## src/rtl/dma_unpack_fifo_if.sv

```systemverilog
// Handshake bundle between the DMA write side and the register read path.
// master: DMA/reader side (drives data and ready); slave: the FIFO itself.
interface dma_unpack_fifo_if #(
  parameter int DATA_WIDTH = 96,
  parameter int WORD_WIDTH = 32,
  parameter int DEPTH      = 16
);
  localparam int LW = $clog2(DEPTH) + 1;

  logic                  flush;
  logic                  wr_valid;
  logic                  wr_ready;
  logic [DATA_WIDTH-1:0] wr_data;
  logic                  rd_valid;
  logic                  rd_ready;
  logic [WORD_WIDTH-1:0] rd_data;
  logic                  rd_last;
  logic                  full;
  logic                  empty;
  logic [LW-1:0]         level;
  logic                  overflow;

  modport master (
    output flush,
    output wr_valid,
    output wr_data,
    output rd_ready,
    input  wr_ready,
    input  rd_valid,
    input  rd_data,
    input  rd_last,
    input  full,
    input  empty,
    input  level,
    input  overflow
  );

  modport slave (
    input  flush,
    input  wr_valid,
    input  wr_data,
    input  rd_ready,
    output wr_ready,
    output rd_valid,
    output rd_data,
    output rd_last,
    output full,
    output empty,
    output level,
    output overflow
  );
endinterface

```

## src/rtl/dma_unpack_fifo.sv

```systemverilog
// Element FIFO that serialises each 96-bit DMA element into three 32-bit
// words, low word first. Ports: clk, rst (async high), bus (slave modport).
module dma_unpack_fifo #(
  parameter int DATA_WIDTH = 96,
  parameter int WORD_WIDTH = 32,
  parameter int DEPTH      = 16
) (
  input logic              clk,
  input logic              rst,
  dma_unpack_fifo_if.slave bus
);
  localparam int AW = $clog2(DEPTH);
  localparam int LW = AW + 1;

  if (DATA_WIDTH != 3 * WORD_WIDTH) begin : g_chk_w
    $error("DATA_WIDTH must be 3*WORD_WIDTH");
  end
  if (DEPTH < 2 || (DEPTH & (DEPTH - 1)) != 0) begin : g_chk_d
    $error("DEPTH must be a power of two >= 2");
  end

  typedef enum logic [1:0] {
    W0 = 2'd0,
    W1 = 2'd1,
    W2 = 2'd2
  } word_e;

  logic [DATA_WIDTH-1:0] mem_q [DEPTH];

  logic [AW-1:0] wr_ptr_q, wr_ptr_d;
  logic [AW-1:0] rd_ptr_q, rd_ptr_d;
  logic [LW-1:0] count_q, count_d;
  word_e         word_q, word_d;
  logic          ovf_q, ovf_d;

  logic                  full_w;
  logic                  empty_w;
  logic                  push_w;
  logic                  rd_hs_w;
  logic                  pop_w;
  logic [DATA_WIDTH-1:0] head_w;
  logic [WORD_WIDTH-1:0] word_w;

  assign full_w  = (count_q == LW'(DEPTH));
  assign empty_w = (count_q == '0);

  // Full blocks writes even if the head pops this cycle.
  assign push_w  = bus.wr_valid && !full_w;
  assign rd_hs_w = bus.rd_ready && !empty_w;
  assign pop_w   = rd_hs_w && (word_q == W2);

  always_comb begin
    wr_ptr_d = wr_ptr_q;
    rd_ptr_d = rd_ptr_q;
    count_d  = count_q;
    word_d   = word_q;
    ovf_d    = ovf_q;
    if (bus.flush) begin
      wr_ptr_d = '0;
      rd_ptr_d = '0;
      count_d  = '0;
      word_d   = W0;
      ovf_d    = 1'b0;
    end else begin
      if (push_w) begin
        wr_ptr_d = wr_ptr_q + AW'(1);
      end
      if (pop_w) begin
        rd_ptr_d = rd_ptr_q + AW'(1);
      end
      unique case (1'b1)
        push_w && !pop_w: count_d = count_q + LW'(1);
        pop_w && !push_w: count_d = count_q - LW'(1);
        default:          count_d = count_q;
      endcase
      if (rd_hs_w) begin
        unique case (word_q)
          W0:      word_d = W1;
          W1:      word_d = W2;
          W2:      word_d = W0;
          default: word_d = W0;
        endcase
      end
      if (bus.wr_valid && full_w) begin
        ovf_d = 1'b1;
      end
    end
  end

  always_ff @(posedge clk or posedge rst) begin
    if (rst) begin
      wr_ptr_q <= '0;
      rd_ptr_q <= '0;
      count_q  <= '0;
      word_q   <= W0;
      ovf_q    <= 1'b0;
    end else begin
      wr_ptr_q <= wr_ptr_d;
      rd_ptr_q <= rd_ptr_d;
      count_q  <= count_d;
      word_q   <= word_d;
      ovf_q    <= ovf_d;
    end
  end

  // Storage is deliberately left unreset.
  always_ff @(posedge clk) begin
    if (push_w && !bus.flush) begin
      mem_q[wr_ptr_q] <= bus.wr_data;
    end
  end

  assign head_w = mem_q[rd_ptr_q];

  always_comb begin
    word_w = '0;
    if (!empty_w) begin
      unique case (word_q)
        W0:      word_w = head_w[WORD_WIDTH-1:0];
        W1:      word_w = head_w[2*WORD_WIDTH-1:WORD_WIDTH];
        W2:      word_w = head_w[3*WORD_WIDTH-1:2*WORD_WIDTH];
        default: word_w = '0;
      endcase
    end
  end

  assign bus.wr_ready = !full_w;
  assign bus.rd_valid = !empty_w;
  assign bus.rd_data  = word_w;
  assign bus.rd_last  = !empty_w && (word_q == W2);
  assign bus.full     = full_w;
  assign bus.empty    = empty_w;
  assign bus.level    = count_q;
  assign bus.overflow = ovf_q;
endmodule

```

## src/flat_wrapper.sv

```systemverilog
// flat-port wrapper written by rule: the top's interface ports become plain ports
module dma_unpack_fifo_flat 
#(
  parameter int DATA_WIDTH = 96,
  parameter int WORD_WIDTH = 32,
  parameter int DEPTH      = 16
)
  (clk, rst, bus_flush, bus_wr_valid, bus_wr_data, bus_rd_ready, bus_wr_ready, bus_rd_valid, bus_rd_data, bus_rd_last, bus_full, bus_empty, bus_level, bus_overflow);
  dma_unpack_fifo_if #(.DATA_WIDTH(DATA_WIDTH), .WORD_WIDTH(WORD_WIDTH), .DEPTH(DEPTH)) bus_i ();
  input logic clk;
  input logic rst;
  input wire logic [$bits(bus_i.flush)-1:0] bus_flush;
  input wire logic [$bits(bus_i.wr_valid)-1:0] bus_wr_valid;
  input wire logic [$bits(bus_i.wr_data)-1:0] bus_wr_data;
  input wire logic [$bits(bus_i.rd_ready)-1:0] bus_rd_ready;
  output wire logic [$bits(bus_i.wr_ready)-1:0] bus_wr_ready;
  output wire logic [$bits(bus_i.rd_valid)-1:0] bus_rd_valid;
  output wire logic [$bits(bus_i.rd_data)-1:0] bus_rd_data;
  output wire logic [$bits(bus_i.rd_last)-1:0] bus_rd_last;
  output wire logic [$bits(bus_i.full)-1:0] bus_full;
  output wire logic [$bits(bus_i.empty)-1:0] bus_empty;
  output wire logic [$bits(bus_i.level)-1:0] bus_level;
  output wire logic [$bits(bus_i.overflow)-1:0] bus_overflow;
  assign bus_i.flush = bus_flush;
  assign bus_i.wr_valid = bus_wr_valid;
  assign bus_i.wr_data = bus_wr_data;
  assign bus_i.rd_ready = bus_rd_ready;
  assign bus_wr_ready = bus_i.wr_ready;
  assign bus_rd_valid = bus_i.rd_valid;
  assign bus_rd_data = bus_i.rd_data;
  assign bus_rd_last = bus_i.rd_last;
  assign bus_full = bus_i.full;
  assign bus_empty = bus_i.empty;
  assign bus_level = bus_i.level;
  assign bus_overflow = bus_i.overflow;
  dma_unpack_fifo #(.DATA_WIDTH(DATA_WIDTH), .WORD_WIDTH(WORD_WIDTH), .DEPTH(DEPTH)) u_core (.clk(clk), .rst(rst), .bus(bus_i));
endmodule
```

## config.mk

```make
export PLATFORM = sky130hd
export DESIGN_NAME = dma_unpack_fifo_flat
export DESIGN_NICKNAME = d
export VERILOG_FILES = /design/src/rtl/dma_unpack_fifo_if.sv /design/src/rtl/dma_unpack_fifo.sv /design/src/flat_wrapper.sv
export SDC_FILE = /design/constraint.sdc
export NUM_CORES = 1
export LEC_CHECK = 0
export CELL_PAD_IN_SITES_DETAIL_PLACEMENT = 0
export CELL_PAD_IN_SITES_GLOBAL_PLACEMENT = 1
export CORE_ASPECT_RATIO = 0.5
export CORE_UTILIZATION = 28
export DETAILED_ROUTE_END_ITERATION = 6
export PLACE_DENSITY = 0.46
export SLEW_MARGIN = 40
export SYNTH_ARGS = -nofsm -noshare
export SYNTH_HDL_FRONTEND = slang
export SYNTH_SLANG_ARGS = --single-unit
```

## constraint.sdc

```tcl
create_clock -name clk -period 6.4 [get_ports clk]
set_input_delay 1.28 -clock clk [delete_from_list [all_inputs] [get_ports clk]]
set_output_delay 1.28 -clock clk [all_outputs]
set_load 0.03 [all_outputs]
```

==> metrics.md <==
| Metric | Value |
|---|---|
| Crit path buffers/inverters | 4 |
| EDFF count, synth | approximately 1500 |
| Global route total overflow | 0 |
| Cell family with most CP delay | buffers and inverters |
| Largest stage delay on the critical path | 0.80 ns |
| Placed inst area | roughly 66000 sq um |
| Worst vdd ir | between 0.15 and 0.2 mV |
| Syn nets | between 2000 and 3000 |
| CTS Buf Count | ~160 |
| Status | completed |
| Final worst-path cycle share | between 90% and 100% |
| Pre-antenna DRT Iters | 5 |
| Crit path top cell by count | buf_12 |
| Avg Cell Area, Syn | around 21 sq um |
| Synth Instances | ~2800 |
| Routed Antenna Nets | 0 |
| Synth top area cells | edfxtp_1, mux4_2, mux2_2, a22oi_1, a211oi_1 |
| Measured slew at the worst slew-check pin | just under 0.9 ns |
| Overall Global Routing Usage | 15.83% |
| Crit path DAT | roughly 4.7 ns |
| Reg2reg path depth | 6 |
| Max-Cap Viols | 0 |
| Via/cell ratio | about 4.9 |
| Port buffer count | between 100 and 150 |
| Setup crit end kind | output port |
| # DRC | 0 |
| Period minus WS final | roughly 6 ns |
| Setup tns final | 0 ns |
| Critical Path Fanout Max | 28 |
| Critical Path Stages | 8 |
| Critical-path top delay cell | clkdlybuf4s50_1 |
| RSZ-0062 raised after global routing | no |
| Seq/Total Area, Yosys | around 77% |
| # H-tree levels | 4 |
| First-pass GRT wire length | around 240000 um |
| Commonest cells after routing, fill and taps aside | edfxtp_1, mux4_2, clkbuf_16 |
| Die H | 329.7 um |
| Final setup violation count | 0 |
| Pleak | about 21 nW |
| Cell area after layout | 70790 sq um |
| Total chip power | roughly 21 mW |
| Post-Route WL | roughly 170000 um |
| Count of different cell masters after synthesis | 55 |
| DP Cell Count | ~5800 |
| WHS | between 0.5 and 0.6 ns |
| Synth warn | 0 |
| # rows | roughly 120 |
| Vias | a little under 30000 |
| CTS tree | yes |
| Yosys top cell area share | roughly three quarters |
| Ys async rst share | about 1.0% |
| # nets final | ~3200 |
| Top FF cell, synth | edfxtp_1 |
| Cell Count, Final, Fillers Out | roughly 6000 |
| Kind of critical path | flop to output port |
| Cell chain of the critical path | buf_12 -> buf_12 -> buf_12 -> nor2_2 -> a211oi_1 -> a211oi_1 -> o21ai_1 -> clkdlybuf4s50_1 |
| Worst-Skew Late Latency | 0.81 ns |
| Wire length per cell | about 29 um |
| Vias in the first global route | slightly above 30000 |
| Die Span X | about 660 um |
| Most common cell after layout, fill and taps aside | edfxtp_1 |
| Clock Skew | 0.03630 ns |
| Max_slew headroom | about two fifths |
| CTS Sinks | between 1500 and 2000 |
| Tightest Hold Check Type | flop to flop |
| #FFs+latches synth | ~1600 |
| Util after Layout | roughly 33% |
| Clock Tree Buf Depth | 4 |
| Leading area contributor after synthesis | edfxtp_1 |
| P per Cell Area | ~300 nW/um^2 |
| Max-slew violations | 0 |
| Pre-CTS WS | roughly 0.84 ns |
| FMAX | ~170 MHz |
| Clock slew at reported path FFs | 0.06 ns |
| Final hold vios | 0 |
| Area of the die | ~220000 sq um |
| Initial detailed-routing violation count | ~2500 |
| Starting density of the core | about 28% |
| Layout cells sized above 1 | around a quarter |
| Area growth from synthesis to layout | 17.71% |
| Core area | 211900 sq um |
| Number of antenna violations at the first check in global routing | 14 |
| Startpoint types | flop |
| Worst EP required | between 5 and 6 ns |
| Largest net degree at the start of global routing | 90 |
| Detailed placer's ending HPWL | about 97000 um |
| Clk root buf | clkbuf_16 |
| Post-Syn Area | between 60000 and 70000 sq um |
| Setup WS post-layout | about 0.4 ns |
| WHS Path Cells | 2 |
| Final RePlAce weighted congestion | 0.7291 |
| Ports | approximately 140 |
## per-layer routing
layer / routed length [um] / up-vias / track usage, % / part of all wire [%]
met5: 60 / - / 0 / 0.035
met3: 6559 / 209 / 2.354 / 3.8
met1: 78540 / 16200 / 21.68 / 45
met4: 2975 / 12 / 3.206 / 1.7
li1: - / 12520 / - / -
met2: 85360 / 617 / 26.89 / 49
## Yosys cell counts, types with 7 or more instances
cell / n
buf_2: 81
nor3_1: 14
buf_4: 12
buf_6: 13
a21oi_1: 94
mux4_2: 299
nor2_1: 23
ha_1: 7
o21ai_1: 44
nand2b_1: 14
dfrtp_1: 16
a22o_1: 22
o221ai_1: 22
edfxtp_1: 1536
o22ai_1: 43
nor2b_1: 26
clkbuf_1: 48
nand2_1: 61
mux2_2: 128
a211oi_1: 68
buf_1: 11
a31oi_1: 9
inv_1: 8
mux2i_1: 43
o211ai_1: 9
and2_1: 13
a22oi_1: 119
## tightest hold or removal path, cell delays in order (launching register included)
cell and delay (ns):
dfrtp_1 0.35, a21oi_1 0.05, nor2_1 0.07
## final timing paths
kind | start | end | slack (ns)
max | u_core.rd_ptr_q[0] | bus_rd_data[4] | 0.41
max in group asynchronous | rst | u_core.rd_ptr_q[2] | 5.18
min in group asynchronous | rst | u_core.rd_ptr_q[0] | 0.81
min | u_core.bus.overflow | u_core.bus.overflow | 0.50
min reg2reg | u_core.bus.overflow | u_core.bus.overflow | 0.50
max reg2reg | u_core.bus.level[1] | u_core.mem_q[9][78] | 3.08
## layout make-up
class,instances,area (sq um)
clock inverter,77,729.5
antenna,4,10.01
multi-input combinational,1107,12860
inverter,9,33.78
sequential,1552,46540
clock buffer,201,4243
tap,2843,3557
timing repair buffer,251,2824
fill,19890,141100
## sequential cells by signal, summed over array words and instances (netlist names)
signal               flops
u_core.wr_ptr_q          4
u_core.rd_ptr_q          4
u_core.bus.overflow      1
u_core.mem_q          1536
u_core.word_q            2
u_core.bus.level         5
## timing repair
item | CTS | global route
setup buffers | 0 | 0
endpoints found under the hold margin | 0 | 0
hold buffers | 0 | 0
setup endpoints to repair | 1 | 0
gates resized for setup | 1 | 0
## cells by family (layout without fill, tap and decap cells)
logic type | after synthesis | after routing | synth area share [%]
flops | 1552 | 1552 | 77.36
xor+xnor | 9 | 9 | 0.1311
compound gates | 443 | 443 | 5.012
other cells | 0 | 4 | 0
fa+ha+maj | 7 | 7 | 0.1456
mux | 470 | 470 | 14.31
simple gates | 178 | 178 | 1.550
buf+inv | 174 | 538 | 1.492
## power breakdown
group          internal [mW]  switching (mW)
sequential              11.2          0.0296
combinational          0.267           0.572
clock                   5.22            3.90
total                   16.7            4.51
No activity file was read; power rests on OpenSTA's default activity.
